[config.mk]
export PLATFORM = sky130hd
export DESIGN_NAME = dxm_interrupt_svc
export DESIGN_NICKNAME = d
export VERILOG_FILES = /design/src/rtl/dxm_interrupt_svc.sv
export SDC_FILE = /design/constraint.sdc
export NUM_CORES = 1
export LEC_CHECK = 0
export ABC_CLOCK_PERIOD_IN_PS = 2100
export BUFFER_PORTS_ARGS = -buffer_cell sky130_fd_sc_hd__buf_2
export CELL_PAD_IN_SITES_DETAIL_PLACEMENT = 0
export CELL_PAD_IN_SITES_GLOBAL_PLACEMENT = 1
export CORE_AREA = 2 2 76 78
export CTS_BUF_LIST = sky130_fd_sc_hd__clkbuf_4
export CTS_CLUSTER_DIAMETER = 30
export DETAILED_ROUTE_END_ITERATION = 6
export DIE_AREA = 0 0 78 80
export PLACE_DENSITY_LB_ADDON = 0.1
export RECOVER_POWER = 50
export SYNTH_ARGS = -nofsm -noshare
export SYNTH_HDL_FRONTEND = slang
export SYNTH_SLANG_ARGS = --single-unit
export TNS_END_PERCENT = 50
[constraint.sdc]
create_clock -name clk -period 2.1 [get_ports clk]
set_clock_uncertainty 0.15 [all_clocks]
set_input_delay 0.21 -clock clk [delete_from_list [all_inputs] [get_ports clk]]
set_output_delay 0.21 -clock clk [all_outputs]
set_load 0.02 [all_outputs]
[src/rtl/dxm_interrupt_svc.sv]
// Interrupt servicing engine: snapshots pending unmasked status bits and dispatches
// them lowest-index first over a req/ack handshake, clearing each source when done.
module dxm_interrupt_svc #(
    parameter int VEC_W    = 8,
    parameter int ID_W     = 3,
    parameter int TO_LIMIT = 15
) (
    input  logic             clk,
    input  logic             rst,
    input  logic             int_req,
    input  logic [VEC_W-1:0] status,
    input  logic [VEC_W-1:0] mask,
    output logic             clr_status_1p,
    output logic [VEC_W-1:0] clr_vec,
    output logic             svc_req,
    output logic [ID_W-1:0]  svc_id,
    input  logic             svc_ack,
    output logic             svc_timeout,
    output logic [7:0]       err_cnt,
    output logic             busy
);

    typedef enum logic [2:0] {
        S_IDLE, S_SNAP, S_WAIT_ACK, S_CLEAR, S_SETTLE1, S_SETTLE2
    } state_t;

    state_t           state_q, state_d;
    logic [VEC_W-1:0] pend_q, pend_d;
    logic [7:0]       timer_q, timer_d;
    logic             to_flag_q, to_flag_d;
    logic [ID_W-1:0]  svc_id_q, svc_id_d;
    logic [7:0]       err_q, err_d;

    logic [VEC_W-1:0] snap_vec;
    logic [VEC_W-1:0] sel_vec;
    logic [VEC_W-1:0] rem_vec;

    function automatic logic [ID_W-1:0] lowest_idx(input logic [VEC_W-1:0] v);
        lowest_idx = '0;
        for (int i = VEC_W - 1; i >= 0; i--) begin
            if (v[i]) lowest_idx = ID_W'(i);
        end
    endfunction

    assign snap_vec = status & ~mask;
    assign sel_vec  = VEC_W'(1) << svc_id_q;
    assign rem_vec  = pend_q & ~sel_vec;

    always_ff @(posedge clk or posedge rst) begin
        if (rst) begin
            state_q   <= S_IDLE;
            pend_q    <= '0;
            timer_q   <= '0;
            to_flag_q <= 1'b0;
            svc_id_q  <= '0;
            err_q     <= '0;
        end else begin
            state_q   <= state_d;
            pend_q    <= pend_d;
            timer_q   <= timer_d;
            to_flag_q <= to_flag_d;
            svc_id_q  <= svc_id_d;
            err_q     <= err_d;
        end
    end

    always_comb begin
        state_d   = state_q;
        pend_d    = pend_q;
        timer_d   = timer_q;
        to_flag_d = to_flag_q;
        svc_id_d  = svc_id_q;
        err_d     = err_q;
        case (state_q)
            S_IDLE: begin
                if (int_req) state_d = S_SNAP;
            end
            S_SNAP: begin
                pend_d = snap_vec;
                if (snap_vec == '0) begin
                    state_d = S_IDLE;
                end else begin
                    svc_id_d = lowest_idx(snap_vec);
                    timer_d  = '0;
                    state_d  = S_WAIT_ACK;
                end
            end
            S_WAIT_ACK: begin
                timer_d = timer_q + 8'd1;
                // Ack takes priority over a timeout reached in the same cycle.
                if (svc_ack) begin
                    to_flag_d = 1'b0;
                    state_d   = S_CLEAR;
                end else if (timer_q == 8'(TO_LIMIT)) begin
                    to_flag_d = 1'b1;
                    state_d   = S_CLEAR;
                end
            end
            S_CLEAR: begin
                if (to_flag_q && err_q != 8'hFF) err_d = err_q + 8'd1;
                pend_d = rem_vec;
                if (rem_vec != '0) begin
                    svc_id_d = lowest_idx(rem_vec);
                    timer_d  = '0;
                    state_d  = S_WAIT_ACK;
                end else begin
                    state_d = S_SETTLE1;
                end
            end
            // Two settle cycles let the status block's int_req fall before re-sampling.
            S_SETTLE1: state_d = S_SETTLE2;
            S_SETTLE2: state_d = S_IDLE;
            default:   state_d = S_IDLE;
        endcase
    end

    assign svc_req       = (state_q == S_WAIT_ACK);
    assign clr_status_1p = (state_q == S_CLEAR);
    assign clr_vec       = clr_status_1p ? sel_vec : '0;
    assign svc_timeout   = clr_status_1p & to_flag_q;
    assign svc_id        = svc_id_q;
    assign err_cnt       = err_q;
    assign busy          = (state_q != S_IDLE);

endmodule

==> impl_metrics.yaml <==
routing:
  first_pass_iters: 4
  drc: 0
  wl_mm: 4.970
  drt_iter0_markers: 63
  wl_per_cell_um: 13.96
  viasPerCell: 4.989
  vias: 1776
  ant_nets: 0
timing:
  tightest_slew_ns: 0.7838
  slew_headroom_pct: 47.74
  hold_viol: 0
  min_period_ns: 2.016
  finalCritPeriodShare_pct: 95.99
  setup_violations: 0
  finalMaxSlewViolations: 0
  rsz0062_at_grt: "yes"
  timing.fmax_mhz: 496.1
floorplanning:
  ioPinCount: 43
  die_y_um: 80
  die_area_sq_um: 6240
  die_w_um: 78
  row_count: 27
  initial_core_util_pct: 36.81
  core-area_sq_um: 5405
layout:
  fill_cells: 560
  postLayoutCellArea_sq_um: 2552
  antenna_cells: 0
  areaGrowthSynthToFinish_pct: 28.30
  drive_gt1_share_pct: 34.86
  nets: 305
place:
  postPlaceCellArea_sq_um: 2434
  place_hpwl_mm: 3.845
  place_congestion: 0.8191
  io_buffer_count: 42
global_route:
  grt_overflow: 0
  grt_pass1_vias: 1713
  track_usage_pct: 16.79
  grt_max_degree: 32
  grt_first_pass_wirelength_mm: 8.211
  antenna_found_initial: 0
critical_path:
  critPathRequiredTime_ns: 2.20
  r2r_slack_ns: 0.08
  crit_path_start_kind: "register"
  cp_max_fo: 14
  path_class: "register to register"
  setup.worst_path.end_class: "register"
  worstPathArrival_ns: 2.12
synth:
  synth_seq_area_share_pct: 38.99
  synth-seq-cells: 31
  yosysTopAreaCell: "dfrtp_1"
  synthTopCellsByArea: "dfrtp_1, o21ai_0, nand2_1"
  dominantRegCellSynth: "dfrtp_1"
  yosysWarnings: 0
  syn_inst: 212
  syn_nets: 234
  netlist_area_sq_um: 1989
  avgSynthCellArea_sq_um: 9.384
  synth-edff-count: 0
  synthArstFlopShare_pct: 100.0
  synthDistinctLibCells: 52
  synth_top_cell_area_share_pct: 38.99
pwr:
  p_leak_nw: 1.165
  vdd_drop_max_mv: 0.6979
  power_density_nw_per_um2: 1363
  power_mw: 3.480
cts:
  clkSinkCount: 31
  cts_buffers: 5
  htreeDepth: 2
  clkTransAtPathRegs_ns: 0.09
  clk_latency_ns: 0.32
  clockBufferDepth: 2
  cts_tree: "yes"
  root_buffer: "clkbuf_4"
min_path:
  hold_class: "input pin to register"
outcome:
  run_status: "complete, no violations"
job:
  maxCapViolCount: 0
[routing by layer]
layer | routed length, um | vias up | GRT usage, %
li1 | - | 902 | -
met1 | 2280 | 823 | 21.61
met2 | 2391 | 39 | 27.67
met3 | 174 | 12 | 2.715
met4 | 124 | 0 | 7.719
met5 | 0 | - | 0
[sequential cells by signal, summed over array words and instances, names as in the netlist]
name and flops:
err_cnt 8, pend_q 8, svc_id 3, timer_q 8
to_flag_q 1, state_q 3
[final timing paths]
kind,start,end,cells past startpoint
min in group asynchronous,rst,timer_q[4],4
max in group asynchronous,rst,svc_id[1],4
hold / removal,status[5],pend_q[5],3
setup / recovery,svc_id[1],timer_q[6],7
setup reg to reg,svc_id[1],timer_q[6],7
hold reg to reg,err_cnt[4],err_cnt[4],1
[worst max-delay path, stage by stage, from the launching register on]
cell and delay [ns]:
dfrtp_2 0.47, or3b_4 0.27, nor2_4 0.04, o211ai_4 0.25
o22ai_4 0.10, buf_12 0.16, or3_4 0.36, a21oi_2 0.13
[stage by stage]
| stage | hold WS, ns | worst slack, ns | instances | setup TNS (ns) | util (%) |
|---|---|---|---|---|---|
| after floorplan | 0.1459 | 0.001487 | 212 | 0 | - |
| after global placement | 0.1671 | 0.04885 | 344 | 0 | 45.02 |
| after detailed placement | 0.1717 | 0.04599 | 344 | 0 | 45.02 |
| after CTS | 0.01077 | 0.02318 | 354 | 0 | 46.37 |
| after global routing | 0.02112 | -0.009481 | 356 | -0.009481 | 47.22 |
| final | 0.02816 | 0.08420 | 356 | 0 | 47.22 |
[power by group]
part           total, mW  switching (mW)  internal, mW
Sequential          1.01           0.236         0.771
Clock              0.332           0.195         0.137
Combinational       2.14            1.13          1.01
[what timing repair did]
item / CTS / global route
hold buffers: 2 / 0
resized for setup: 0 / 9
setup buffers: 0 / 2
setup endpoints to repair: 0 / 10
endpoints found under the hold margin: 32 / 0
[area by class of cell]
type / instances / area (sq um) / share of cell area (%)
Clock buffer: 6 / 45.04 / 1.765
Multi-Input combinational cell: 163 / 1147 / 44.95
Tap cell: 72 / 90.09 / 3.529
Sequential cell: 31 / 779.5 / 30.54
Timing Repair Buffer: 71 / 436.7 / 17.11
Clock inverter: 2 / 7.507 / 0.2941
Inverter: 11 / 46.29 / 1.814
[cell usage in the layout, fill, tap and decap left out, types with 4 or more instances in the layout]
cell,Yosys,final
buf_4,0,24
nand3_1,4,4
nor2_1,11,11
o21ai_0,16,16
o22ai_4,1,4
xnor2_1,5,5
clkbuf_1,1,8
a21oi_2,3,5
o21ai_1,6,6
or3_1,7,6
dfrtp_1,31,28
nor3_1,5,5
nand2b_1,8,8
nor2b_1,9,9
nand2_1,20,20
buf_2,2,34
inv_1,9,9
and3_1,5,5
a21oi_1,13,11
clkbuf_4,0,6
[cell families after synthesis]
logic type / after synthesis / share of synthesized area (%)
xor+xnor: 7 / 3.082
flops: 31 / 38.99
simple gates: 88 / 25.47
compound gates: 60 / 22.20
buf+inv: 18 / 5.282
mux: 6 / 3.711
fa+ha+maj: 2 / 1.258
[Yosys cell counts (2+ instances only)]
cell type / instances
o21ai_0: 16
o21ai_1: 6
or3b_4: 2
inv_1: 9
ha_1: 2
dfrtp_1: 31
nand2b_1: 8
a21oi_1: 13
o22ai_1: 3
o22ai_2: 4
or3_1: 7
nand2_1: 20
a32o_1: 2
buf_6: 4
xnor2_1: 5
mux2_4: 2
nor2_4: 2
nor2_1: 11
nand2_4: 2
and2_1: 3
and3_1: 5
mux2_2: 3
o31a_1: 2
buf_2: 2
nand4_1: 3
a21oi_2: 3
nor3_1: 5
nor2b_1: 9
nand3_1: 4
xor2_1: 2
Note: power is estimated with default switching activity, not from simulation.
